==> src/rtl/sha256_digest_collector_pkg.sv <==
// sha256_digest_collector_pkg
//   Shared types and constants for the SHA-256 digest collector slice:
//   the collector FSM state enum and the digest geometry.
package sha256_digest_collector_pkg;

  localparam int DIGEST_WORDS = 8;
  localparam int DIGEST_BYTES = 32;
  localparam int WORD_W       = 32;
  localparam int DIGEST_W     = 256;

  typedef enum logic [1:0] {
    ST_IDLE    = 2'd0,
    ST_CAPTURE = 2'd1,
    ST_COMPARE = 2'd2,
    ST_DRAIN   = 2'd3
  } state_t;

endpackage

==> src/rtl/sha256_digest_collector_if.sv <==
// sha256_digest_collector_if
//   Streaming signals of the collector.
//   hash_in/hash_in_valid : digest words from the SHA-256 core (no backpressure;
//                           a burst is a run of consecutive valid cycles).
//   byte_out/byte_valid/byte_ready : serialized digest bytes toward the host.
//   Handshake: a byte transfers on a rising clk edge where byte_valid and
//   byte_ready are both high. While byte_valid is high and byte_ready low,
//   byte_out holds its value; byte_valid never depends on byte_ready.
//   master : producer of hash words / consumer of bytes (core + host side).
//   slave  : the collector.
interface sha256_digest_collector_if;
  logic [31:0] hash_in;
  logic        hash_in_valid;
  logic [7:0]  byte_out;
  logic        byte_valid;
  logic        byte_ready;

  modport master (
    output hash_in, hash_in_valid, byte_ready,
    input  byte_out, byte_valid
  );

  modport slave (
    input  hash_in, hash_in_valid, byte_ready,
    output byte_out, byte_valid
  );
endinterface

==> src/rtl/sha256_digest_collector_digest_byte_serializer.sv <==
// digest_byte_serializer
//   Loads a 256-bit digest and presents it as 32 bytes, MSB first, over a
//   valid/ready stream.
//   Ports: clk, rst_n (async active-low), i_load (load i_data, restart at byte 0),
//          i_data (digest), o_byte/o_valid/i_ready (byte stream),
//          o_done (pulse: the final byte is being accepted this cycle).
module digest_byte_serializer
  import sha256_digest_collector_pkg::*;
(
  input  logic                clk,
  input  logic                rst_n,
  input  logic                i_load,
  input  logic [DIGEST_W-1:0] i_data,
  output logic [7:0]          o_byte,
  output logic                o_valid,
  input  logic                i_ready,
  output logic                o_done
);

  logic [DIGEST_W-1:0] r_data;
  logic [4:0]          r_byte_cnt;
  logic                r_active;

  // Shifting the data left keeps the current byte at the top, which is the
  // same byte as data[255-8*byte_cnt -: 8] on the loaded value. After all 32
  // bytes have gone the register is all zero, so byte_out idles at 0.
  always_ff @(posedge clk or negedge rst_n) begin
    if (!rst_n) begin
      r_data     <= '0;
      r_byte_cnt <= '0;
      r_active   <= 1'b0;
    end else if (i_load) begin
      r_data     <= i_data;
      r_byte_cnt <= '0;
      r_active   <= 1'b1;
    end else if (r_active && i_ready) begin
      r_data     <= {r_data[DIGEST_W-9:0], 8'h00};
      r_byte_cnt <= r_byte_cnt + 5'd1;  // wraps to 0 after byte 31
      if (r_byte_cnt == 5'(DIGEST_BYTES - 1)) r_active <= 1'b0;
    end
  end

  assign o_byte  = r_data[DIGEST_W-1 -: 8];
  assign o_valid = r_active;
  assign o_done  = r_active & i_ready & (r_byte_cnt == 5'(DIGEST_BYTES - 1));

endmodule

==> src/rtl/sha256_digest_collector.sv <==
// sha256_digest_collector
//   Captures an 8-word SHA-256 digest burst (MS word first), compares it with
//   an expected digest, then drains it as 32 bytes over a valid/ready stream.
//   Ports: clk, rst_n (async active-low), bus (slave: hash words in, bytes out),
//          expected (golden digest), digest/digest_valid/match (result),
//          busy (FSM not idle), overrun/short_err (sticky errors),
//          clear_err (sync clear of sticky errors), o_state (FSM state, debug).
module sha256_digest_collector
  import sha256_digest_collector_pkg::*;
#(
  parameter bit CHECK_EN = 1'b1
) (
  input  logic                      clk,
  input  logic                      rst_n,
  sha256_digest_collector_if.slave  bus,
  input  logic [DIGEST_W-1:0]       expected,
  output logic [DIGEST_W-1:0]       digest,
  output logic                      digest_valid,
  output logic                      match,
  output logic                      busy,
  output logic                      overrun,
  output logic                      short_err,
  input  logic                      clear_err,
  output state_t                    o_state
);

  state_t              r_state;
  logic                r_prev_valid;
  logic [2:0]          r_word_cnt;
  logic [DIGEST_W-1:0] r_digest;
  logic                r_digest_valid;
  logic                r_match;
  logic                r_overrun;
  logic                r_short_err;

  logic w_burst_start;
  logic w_set_overrun;
  logic w_set_short;
  logic w_load;
  logic w_done;

  assign w_burst_start = bus.hash_in_valid & ~r_prev_valid;
  // A burst that starts while the previous digest is still in use is dropped.
  assign w_set_overrun = w_burst_start & ((r_state == ST_COMPARE) | (r_state == ST_DRAIN));
  assign w_set_short   = (r_state == ST_CAPTURE) & ~bus.hash_in_valid;
  assign w_load        = (r_state == ST_COMPARE);

  always_ff @(posedge clk or negedge rst_n) begin
    if (!rst_n) begin
      r_state        <= ST_IDLE;
      r_word_cnt     <= '0;
      r_digest       <= '0;
      r_digest_valid <= 1'b0;
      r_match        <= 1'b0;
    end else begin
      case (r_state)
        ST_IDLE: begin
          if (w_burst_start) begin
            r_digest[DIGEST_W-1 -: WORD_W] <= bus.hash_in;
            r_word_cnt     <= 3'd1;
            r_digest_valid <= 1'b0;
            r_match        <= 1'b0;
            r_state        <= ST_CAPTURE;
          end
        end
        ST_CAPTURE: begin
          if (bus.hash_in_valid) begin
            for (int w = 0; w < DIGEST_WORDS; w++) begin
              if (r_word_cnt == 3'(w)) r_digest[DIGEST_W-1-WORD_W*w -: WORD_W] <= bus.hash_in;
            end
            r_word_cnt <= r_word_cnt + 3'd1;  // wraps to 0 on the eighth word
            if (r_word_cnt == 3'(DIGEST_WORDS - 1)) r_state <= ST_COMPARE;
          end else begin
            r_word_cnt <= '0;
            r_state    <= ST_IDLE;
          end
        end
        ST_COMPARE: begin
          r_digest_valid <= 1'b1;
          r_match        <= CHECK_EN & (r_digest == expected);
          r_state        <= ST_DRAIN;
        end
        ST_DRAIN: begin
          if (w_done) r_state <= ST_IDLE;
        end
        default: r_state <= ST_IDLE;
      endcase
    end
  end

  // Sticky error flags: a setting event in the same cycle as clear_err wins.
  always_ff @(posedge clk or negedge rst_n) begin
    if (!rst_n) begin
      r_prev_valid <= 1'b0;
      r_overrun    <= 1'b0;
      r_short_err  <= 1'b0;
    end else begin
      r_prev_valid <= bus.hash_in_valid;
      if (w_set_overrun)  r_overrun <= 1'b1;
      else if (clear_err) r_overrun <= 1'b0;
      if (w_set_short)    r_short_err <= 1'b1;
      else if (clear_err) r_short_err <= 1'b0;
    end
  end

  digest_byte_serializer u_ser (
    .clk     (clk),
    .rst_n   (rst_n),
    .i_load  (w_load),
    .i_data  (r_digest),
    .o_byte  (bus.byte_out),
    .o_valid (bus.byte_valid),
    .i_ready (bus.byte_ready),
    .o_done  (w_done)
  );

  assign digest       = r_digest;
  assign digest_valid = r_digest_valid;
  assign match        = r_match;
  assign busy         = (r_state != ST_IDLE);
  assign overrun      = r_overrun;
  assign short_err    = r_short_err;
  assign o_state      = r_state;

endmodule

==> src/flat_wrapper.sv <==
// flat-port wrapper written by rule: the top's interface ports become plain ports
module sha256_digest_collector_flat import sha256_digest_collector_pkg::*;
#(
  parameter bit CHECK_EN = 1'b1
)
  (clk, rst_n, expected, digest, digest_valid, match, busy, overrun, short_err, clear_err, o_state, bus_hash_in, bus_hash_in_valid, bus_byte_ready, bus_byte_out, bus_byte_valid);
  sha256_digest_collector_if bus_i ();
  input  logic clk;
  input  logic rst_n;
  input  logic [DIGEST_W-1:0] expected;
  output logic [DIGEST_W-1:0] digest;
  output logic digest_valid;
  output logic match;
  output logic busy;
  output logic overrun;
  output logic short_err;
  input  logic clear_err;
  output state_t o_state;
  input wire logic [$bits(bus_i.hash_in)-1:0] bus_hash_in;
  input wire logic [$bits(bus_i.hash_in_valid)-1:0] bus_hash_in_valid;
  input wire logic [$bits(bus_i.byte_ready)-1:0] bus_byte_ready;
  output wire logic [$bits(bus_i.byte_out)-1:0] bus_byte_out;
  output wire logic [$bits(bus_i.byte_valid)-1:0] bus_byte_valid;
  assign bus_i.hash_in = bus_hash_in;
  assign bus_i.hash_in_valid = bus_hash_in_valid;
  assign bus_i.byte_ready = bus_byte_ready;
  assign bus_byte_out = bus_i.byte_out;
  assign bus_byte_valid = bus_i.byte_valid;
  sha256_digest_collector #(.CHECK_EN(CHECK_EN)) u_core (.clk(clk), .rst_n(rst_n), .bus(bus_i), .expected(expected), .digest(digest), .digest_valid(digest_valid), .match(match), .busy(busy), .overrun(overrun), .short_err(short_err), .clear_err(clear_err), .o_state(o_state));
endmodule
==> config.mk <==
export PLATFORM = sky130hd
export DESIGN_NAME = sha256_digest_collector_flat
export DESIGN_NICKNAME = d
export VERILOG_FILES = /design/src/rtl/sha256_digest_collector_pkg.sv /design/src/rtl/sha256_digest_collector_if.sv /design/src/rtl/sha256_digest_collector_digest_byte_serializer.sv /design/src/rtl/sha256_digest_collector.sv /design/src/flat_wrapper.sv
export SDC_FILE = /design/constraint.sdc
export NUM_CORES = 1
export LEC_CHECK = 0
export CAP_MARGIN = 10
export CORE_ASPECT_RATIO = 0.9
export CORE_MARGIN = 1.5
export CORE_UTILIZATION = 55
export DETAILED_ROUTE_END_ITERATION = 12
export PLACE_DENSITY = 0.86
export SLEW_MARGIN = 5
export SYNTH_ARGS = -nofsm -noshare
export SYNTH_HDL_FRONTEND = slang
export SYNTH_SLANG_ARGS = --single-unit
==> constraint.sdc <==
create_clock -name clk -period 6.11 [get_ports clk]
set_input_delay 1.222 -clock clk [delete_from_list [all_inputs] [get_ports clk]]
set_output_delay 1.222 -clock clk [all_outputs]
set_load 0.05 [all_outputs]
* Yosys cells after proc, flatten, opt, wreduce, memory -nomap -nowiden
Cells that the tools add are included.
** Operators by class
- Reduce and logical (&&, ||, !) cells :: 22
- Bitwise gates (word level) :: 8
- Add/subtract/negate cells :: 2
- Eq/ne operators :: 17
- Muxes and demuxes :: 32
** Operator list (number)
- $mux W256 :: 3
- $mux W32 :: 9
- $eq A256 B256 Y1 :: 1
- $pmux W32 S2 :: 1
- $reduce_and A3 Y1 :: 8
- $reduce_bool A2 Y1 :: 7
- $eq A3 B3 Y1 const B :: 4
- $mux W5 :: 2
- $mux W2 :: 4
- $pmux W2 S4 :: 1
- $mux W1 :: 7
- $eq A3 B2 Y1 const B :: 2
- $mux W3 :: 2
- $ne A2 B2 Y1 const B :: 3
- $pmux W3 S2 :: 1
- $reduce_and A2 Y1 :: 3
- $add A5 B1 Y5 const B :: 1
- $and A1 B1 Y1 :: 5
- $eq A5 B5 Y1 const B :: 1
- $eq A2 B2 Y1 const B :: 2
- $pmux W1 S2 :: 2
- $reduce_and A4 Y1 :: 1
- $add A3 B1 Y3 const B :: 1
- $eq A3 B1 Y1 const B :: 1
- 8 further kinds :: 9
** Word-level totals
- Output and inout bits :: 272
- Logic and storage cells :: 99
- Flip-flop bits (word level) :: 528
- Input port bits :: 293

* Depth between registers and ports, before layout
Gate-level depths: netlist of the first run.
- Word-level depth :: 4
- Depth in mapped cells :: 9
- Depth with buffers taken out :: 6

* Hierarchy
Synthesis of the first run repeated with hierarchy kept, for this count alone.
** Unflattened totals
- Cell total of the unflattened synthesis :: 2229
- Area total of the unflattened synthesis :: 25361.8 um^2
** Modules (own cells, without submodules)
- sha256_digest_collector :: times used 1, cells each 1082, seq. area each 6656.4 um^2, area each 13339.0 um^2
- digest_byte_serializer :: times used 1, cells each 1147, seq. area each 6556.3 um^2, area each 12022.8 um^2

* Least setup slack after synthesis of the first run
Ideal clock, no wire load.
- Kind :: in2reg
- From :: input expected[22]
- To :: register u_core.r_match, in the netlist u_core.match
- Slack :: 3.266 ns
- Path buffers :: 0
- Stages :: 6
- Library setup time :: 0.092 ns
- Arrival time :: 2.752 ns
- Data required time :: 6.018 ns
- Cell sequence :: nor2b_1 > a2111o_1 > nor4_1 > nand4_1 > or4_1 > o31ai_2
** On the way
- Longest elaborated chain between the ends :: 2
** RTL lines
- from (decl) :: RTL line flat_wrapper.sv:10 : input logic [DIGEST_W-1:0] expected;
- $eq A256 B256 Y1 :: RTL line sha256_digest_collector.sv:80 : r_match <= CHECK_EN & (r_digest == expected);
- $pmux W1 S2 :: RTL line sha256_digest_collector.sv:56 : case (r_state)
- to (signal assigned) :: RTL line sha256_digest_collector.sv:80
- to (decl) :: RTL line sha256_digest_collector.sv:32 : logic r_match;
Every way passes these cells.
A chain may end at the register's enable or synchronous reset.

* Worst setup path in the final report of the first run
- From :: register u_core.r_digest[47], in the netlist u_core.digest[47]
- To :: output digest[47]
** RTL lines
- from (decl) :: RTL line sha256_digest_collector.sv:30 : logic [DIGEST_W-1:0] r_digest;
- from (signal, indexed assignment) :: RTL line sha256_digest_collector.sv:59 : r_digest[DIGEST_W-1 -: WORD_W] <= bus.hash_in;
- from (signal, indexed assignment) :: RTL line sha256_digest_collector.sv:69 : if (r_word_cnt == 3'(w)) r_digest[DIGEST_W-1-WORD_W*w -: WORD_W] <= bus.hash_in;
- to (decl) :: RTL line flat_wrapper.sv:11 : output logic [DIGEST_W-1:0] digest;
No word-level cell between the ends.

==> impl_metrics.csv, run 1 <==
group,metric,value,unit
outcome,status,"finished with violations",
outcome,failed_checks,"max-capacitance violations",
sta,relSlewSlack,0.6494,%
clock_tree,cts_hold_buf,0,
clock_tree,cts_tree,"done",
detailed_routing,vias_per_cell,6.497,
clock_tree,clkTransAtPathRegs,60,ps
worst_hold_path,hold_path_class,"flop to flop",
worst_setup_path,arrival,2240,ps
logic_synthesis,ys_types,43,
floorplan,die_h,205.2,um
logic_synthesis,yosysSeqAreaShare,52.88,%
worst_setup_path,cp_num_cells,1,
worst_setup_path,setup.worst_path.end_class,"output port",
global_routing,grt.total_usage,49.66,%
global_routing,grt_pass1_vias,20970,
worst_hold_path,min_from,"u_core.digest_valid",
sta,finalSetupViolations,0,
detailed_routing,wl_per_cell,34.55,um
global_routing,antenna_found_initial,31,
sta,finalHoldViolations,0,
logic_synthesis,yosysWarnings,0,
worst_setup_path,crit_chain,"clkdlybuf4s50_1",
detailed_routing,dr.pass1.iters,6,
run,cap_violations,1,
detailed_routing,vias,21860,
floorplan,core_area,0.04448,mm^2
layout,nFillCells,3014,
detailed_routing,drt_wl_total,116200,um
detailed_routing,remaining_drc_errors,0,
worst_setup_path,path_class,"flop to output port",
pwr,power.density,504.1,mW/mm^2
place,hpwl,86410,um
layout,register_area,0.01321,mm^2
floorplan,fp-row-count,73,
layout,area_growth,31.56,%
global_routing,grt-ovfl-total,0,
logic_synthesis,synth_fp_nets,2492,
logic_synthesis,syn_inst,2191,
place,gp_congestion,1.111,
sta,fin_ws,2647,ps
sta,finalCriticalPeriod,3463,ps
logic_synthesis,avgSynthCellArea,11.40,um^2
clock_tree,clk_latency,620,ps
sta,maxSlewViolCount,0,
sta,fin_tns_setup,0,ps
worst_setup_path,rr_worst_depth,4,
clock_tree,cts.sinks,528,
clock_tree,cts_buffers,53,
layout,drive_gt1_share,13.07,%
floorplan,die_area,0.04672,mm^2
worst_hold_path,min_path_cells,1,
sta,max_freq,0.2888,GHz
clock_tree,htree_num_levels,2,
place,io_buffers,564,
worst_setup_path,critPathRequiredTime,4890,ps
layout,multi_input_area,0.01094,mm^2
worst_setup_path,crit_fanout,4,
detailed_routing,antenna_left,0,
floorplan,io_pins,565,
pwr,p_leak,0.01301,uW
clock_tree,post_cts_resized,0,
floorplan,initial_utilization,56.18,%
global_routing,grt_pass1_wl,157100,um
worst_setup_path,startpoint,"u_core.digest[47]",
clock_tree,cts_buffer_depth,3,
worst_setup_path,path_delay_family,"buffers and inverters",
sta,worst_pin_slew,1453,ps
logic_synthesis,ys_ff_latch,528,
global_routing,grt_max_degree,253,
floorplan,fp.dieW,227.7,um
sta,period_share,56.67,%
sta,rsz0062_at_grt,"no",
worst_setup_path,start_kind,"flop",
worst_setup_path,crit_buf_inv,1,
sta,finClkSkew,10.93,ps
worst_setup_path,max_stage_delay,910,ps
detailed_routing,drtIter0Drc,3368,
layout,final_nets,3008,
worst_setup_path,cp_slowest_cell,"clkdlybuf4s50_1",
clock_tree,postCtsSetupRepairBufs,0,
worst_setup_path,reg2reg_slack,3260,ps
logic_synthesis,synth_area,0.02499,mm^2
pwr,peakVddDrop,0.0004382,V
clock_tree,cts_root_buf,"clkbuf_16",
place,dp_slack,2218,ps
[final timing paths]
path,endpoint
setup / recovery,digest[47]
setup reg to reg,u_core.u_ser.r_data[2]
min in group asynchronous,u_core.digest[113]
hold reg to reg,u_core.digest_valid
hold / removal,u_core.digest_valid
max in group asynchronous,u_core.digest[198]
[cells in the final DEF (no fill, tap or decap), types with 3 or more instances in the layout]
master	count
a2111o_1	8
a2111oi_0	13
a21oi_1	4
a221o_1	3
a22o_1	16
and4_1	3
buf_12	8
buf_4	10
clkbuf_1	18
clkbuf_16	55
clkbuf_8	11
clkdlybuf4s50_1	563
clkinv_2	6
dfrtp_1	528
diode_2	19
ha_1	8
inv_1	90
mux2_2	256
mux2i_1	248
nand2_1	267
nand2b_1	7
nand3_1	7
nand4_1	34
nor2_1	7
nor2b_1	61
nor4_1	30
o21ai_0	252
o22ai_1	33
o2bb2ai_1	8
or4_1	5
xnor2_1	100
xor2_1	58
[power breakdown]
group	total (uW)	switching (uW)	internal, uW
logic	6910	4400	2520
registers	6380	1680	4700
clock network	3280	1410	1860
total	16600	7490	9080
[registers in the layout, indices dropped and copies added, names as in the netlist, 3 cells and up, named ones only]
name,flops
u_core.u_ser.r_byte_cnt,5
u_core.u_ser.r_data,256
u_core.r_word_cnt,3
u_core.digest,256
[per-layer routing]
metal / up-vias / global-route usage, % / routed length (um)
met1: 10960 / 64.68 / 41680
met2: 1774 / 71.18 / 49580
met3: 397 / 16.68 / 16060
li1: 8709 / - / -
met4: 24 / 31.50 / 8783
met5: - / 0 / 145
[synthesized netlist by cell type, drive strengths merged]
library cell,count,area (um^2)
nor4,30,187.7
o21bai,2,15.01
a21o,2,15.01
ha,8,100.1
a2111oi,13,113.9
and4,3,26.28
a221o,3,30.03
o211ai,1,7.510
nor2b,63,401.6
nor2,7,26.28
buf,53,259.0
or4,5,37.54
a22oi,2,15.01
nand2b,7,43.79
nand4,34,212.7
or3,1,6.260
a22o,16,140.1
mux2i,248,2482
a221oi,2,17.52
xor2,58,508.0
o22ai,33,206.5
xnor2,100,875.8
nor3,1,5.000
and3,1,6.260
and2,2,12.51
o21ai,252,1261
o2bb2ai,8,70.07
a222oi,1,10.01
nand3,7,35.03
o31ai,1,12.51
nand2,269,1010
o2111ai,2,17.52
dfrtp,528,13210
mux2,256,2883
or2,1,6.260
inv,90,337.8
a2111o,8,90.09
clkbuf,68,255.2
nor4b,1,15.01
a21oi,4,20.02
[through the flow]
step | hold WS [ps] | total power (uW) | area [um^2] | std cells | utilization [%]
after floorplan | 465.6 | 9784 | 24990 | 2191 | -
after global placement | 462.4 | 12880 | 31120 | 3252 | 69.97
after detailed placement | 473.0 | 13050 | 31120 | 3252 | 69.97
after CTS | 485.1 | 16320 | 32830 | 3346 | 73.80
after global routing | 509.3 | 16900 | 32840 | 3353 | 73.84
final | 490.3 | 16570 | 32870 | 3365 | 73.91
[cell type report]
cell class	instances	share of cell area (%)
inverters	90	1.028
clock inverters	10	0.3235
diodes	19	0.1446
well taps	600	2.284
multi-input cells	1452	33.27
clock buffers	84	4.853
flip-flops and latches	528	40.19
repair buffers	582	17.90
[logic make-up (layout without fill, tap and decap cells)]
kind of cell	Yosys count	count (layout)	share of synthesized area (%)
buffers and inverters	211	766	3.410
XOR/XNOR	158	158	5.538
multiplexers	504	504	21.47
flip-flops	528	528	52.88
adder cells (fa/ha/maj)	8	8	0.4006
AND/OR/NAND/NOR	432	432	8.132
other	0	19	0
AO/OA/AOI/OAI	350	350	8.172
Power figures use the tool's default switching activity.
==> run 2: changes to the inputs <==
Settings changed: CORE_UTILIZATION 55 to 51, PLACE_DENSITY 0.86 to 0.81.
Clock period 6.11 ns to 3.5 ns, I/O delays scaled along.
==> run 2 against run 1 <==
The run now ends clean. Hold slack worse by 330 ps. Clock power is 73% higher. Combinational power is 77% higher. Cell count is 2.4% higher. Via count is 0.32% lower. Cell area is 1.6% higher. Largest cell class unchanged.
==> impl_metrics.csv, run 2 (synthesized netlist as in run 1, its figures left out) <==
group,metric,value,unit
outcome,status,"complete, no violations",
place,gp_congestion,1.012,
layout,register_area,0.01321,mm^2
layout,layout_commonest_cell,"clkdlybuf4s50_1",
layout,area_growth,33.66,%
layout,finalNonFillerCells,3447,
global_routing,grt_max_degree,174,
worst_setup_path,crit_fanout,2,
worst_setup_path,startpoint,"expected[191]",
clock_tree,cts_root_buf,"clkbuf_16",
sta,finalCriticalPeriod,3295,ps
clock_tree,cts_tree,"done",
pwr,power,29020,uW
detailed_routing,drtIter0Drc,2972,
sta,finalSetupViolations,0,
place,hpwl,90600,um
place,dp.cells,3340,
layout,nFillCells,3497,
layout,final_cell_mix,"clkdlybuf4s50_1 (563), dfrtp_1 (528), nand2_1 (269)",
detailed_routing,antenna_left,0,
worst_setup_path,critPathRequiredTime,4020,ps
global_routing,grt.total_usage,46.76,%
sta,relSlewSlack,19.30,%
pwr,power.density,868.8,mW/mm^2
floorplan,die_h,213.0,um
floorplan,fp-row-count,76,
layout,drive_gt1_share,15.13,%
clock_tree,htree_num_levels,2,
detailed_routing,wl_per_cell,34.49,um
layout,multi_input_area,0.01093,mm^2
global_routing,grt_pass1_wl,160600,um
sta,rsz0062_at_grt,"no",
clock_tree,clkTransAtPathRegs,70,ps
worst_setup_path,reg2reg_from,"u_core.digest[191]",
worst_hold_path,hold_path_class,"input pin to asynchronous set/reset pin",
pwr,peakVddDrop,0.0006069,V
sta,max_freq,0.3034,GHz
clock_tree,cts_buffer_depth,3,
sta,finalHoldViolations,0,
sta,period_share,94.16,%
pwr,p_leak,0.01334,uW
run,cap_violations,0,
detailed_routing,drt_wl_total,118900,um
detailed_routing,remaining_drc_errors,0,
place,io_buffers,564,
detailed_routing,vias_per_cell,6.322,
worst_setup_path,start_kind,"input pin",
sta,maxSlewViolCount,0,
floorplan,initial_utilization,51.93,%
global_routing,grt_pass1_vias,20610,
sta,finClkSkew,29.76,ps
clock_tree,cts_buffers,52,
detailed_routing,dr.pass1.iters,5,
clock_tree,postCtsSetupRepairBufs,0,
worst_setup_path,path_class,"input pin to flop",
clock_tree,post_cts_resized,0,
floorplan,fp.dieW,236.3,um
clock_tree,cts.sinks,528,
global_routing,antenna_found_initial,30,
sta,worst_pin_slew,1207,ps
worst_setup_path,setup.worst_path.end_class,"flop",
clock_tree,clk_latency,620,ps
floorplan,die_area,0.05033,mm^2
layout,final_nets,3071,
clock_tree,cts_hold_buf,0,
worst_setup_path,arrival,3810,ps
floorplan,core_area,0.04812,mm^2
floorplan,io_pins,565,
detailed_routing,vias,21790,
sta,fin_tns_setup,0,ps
global_routing,grt-ovfl-total,0,
==> run 2: cell types whose count changed in the layout (fill, tap and decap cells not counted) <==
cell	delta
inv_6	+1
buf_4	+60
nand2_2	-2
clkbuf_1	-5
clkinv_2	+5
nand2_1	+2
clkbuf_16	-2
bufinv_16	+1
clkbuf_8	-1
diode_2	-5
buf_12	+4
==> run 2: layout make-up <==
class	instances	share of cell area, %
Clock inverter	17	0.5095
Sequential cell	528	39.56
Inverter	90	1.012
Timing Repair Buffer	646	19.21
Tap cell	624	2.338
Multi-Input combinational cell	1452	32.74
Antenna cell	14	0.1049
Clock buffer	76	4.529
==> run 2: path summary, 6_finish.rpt <==
check / slack, ps / cells after the start / endpoint
hold / removal: 160 / 1 / u_core.u_ser.r_data[125]
setup reg to reg: 250 / 6 / u_core.match
setup / recovery: 200 / 7 / u_core.match
max in group asynchronous: 2460 / 2 / u_core.u_ser.r_data[37]
min in group clk: 500 / 1 / u_core.digest_valid
hold reg to reg: 500 / 1 / u_core.digest_valid
==> run 2: where the power goes <==
group	switching [uW]	leakage (uW)	internal, uW
Clock	2460	0.000835	3210
Sequential	2960	0.00615	8200
Combinational	7630	0.00636	4550
==> run 2: stage by stage <==
step                      instance area, um^2  util (%)  setup slack (ps)  hold WS [ps]
after floorplan                         24990         -              1178         404.4
after global placement                  31680     65.84            -176.8         466.1
after detailed placement                31680     65.84            -201.7         472.3
after CTS                               33360     69.34             416.5         168.8
after global routing                    33370     69.35             250.2         214.8
final                                   33400     69.41             204.5         164.0
==> run 2: critical path, cell delays in order <==
cell and delay (ps):
clkdlybuf4s50_1 420, xnor2_1 780, nand4_1 550, nor4_1 400, nand2_1 120, or4_1 570
o31ai_2 250
==> run 2: layer usage <==
| layer | GRT usage (%) | part of all wire, % | up-vias |
|---|---|---|---|
| met4 | 24.67 | 5.5 | 14 |
| met1 | 62.56 | 38 | 11000 |
| met5 | 0 | 0.071 | - |
| met2 | 70.19 | 44 | 1678 |
| li1 | - | - | 8821 |
| met3 | 12.32 | 12 | 274 |
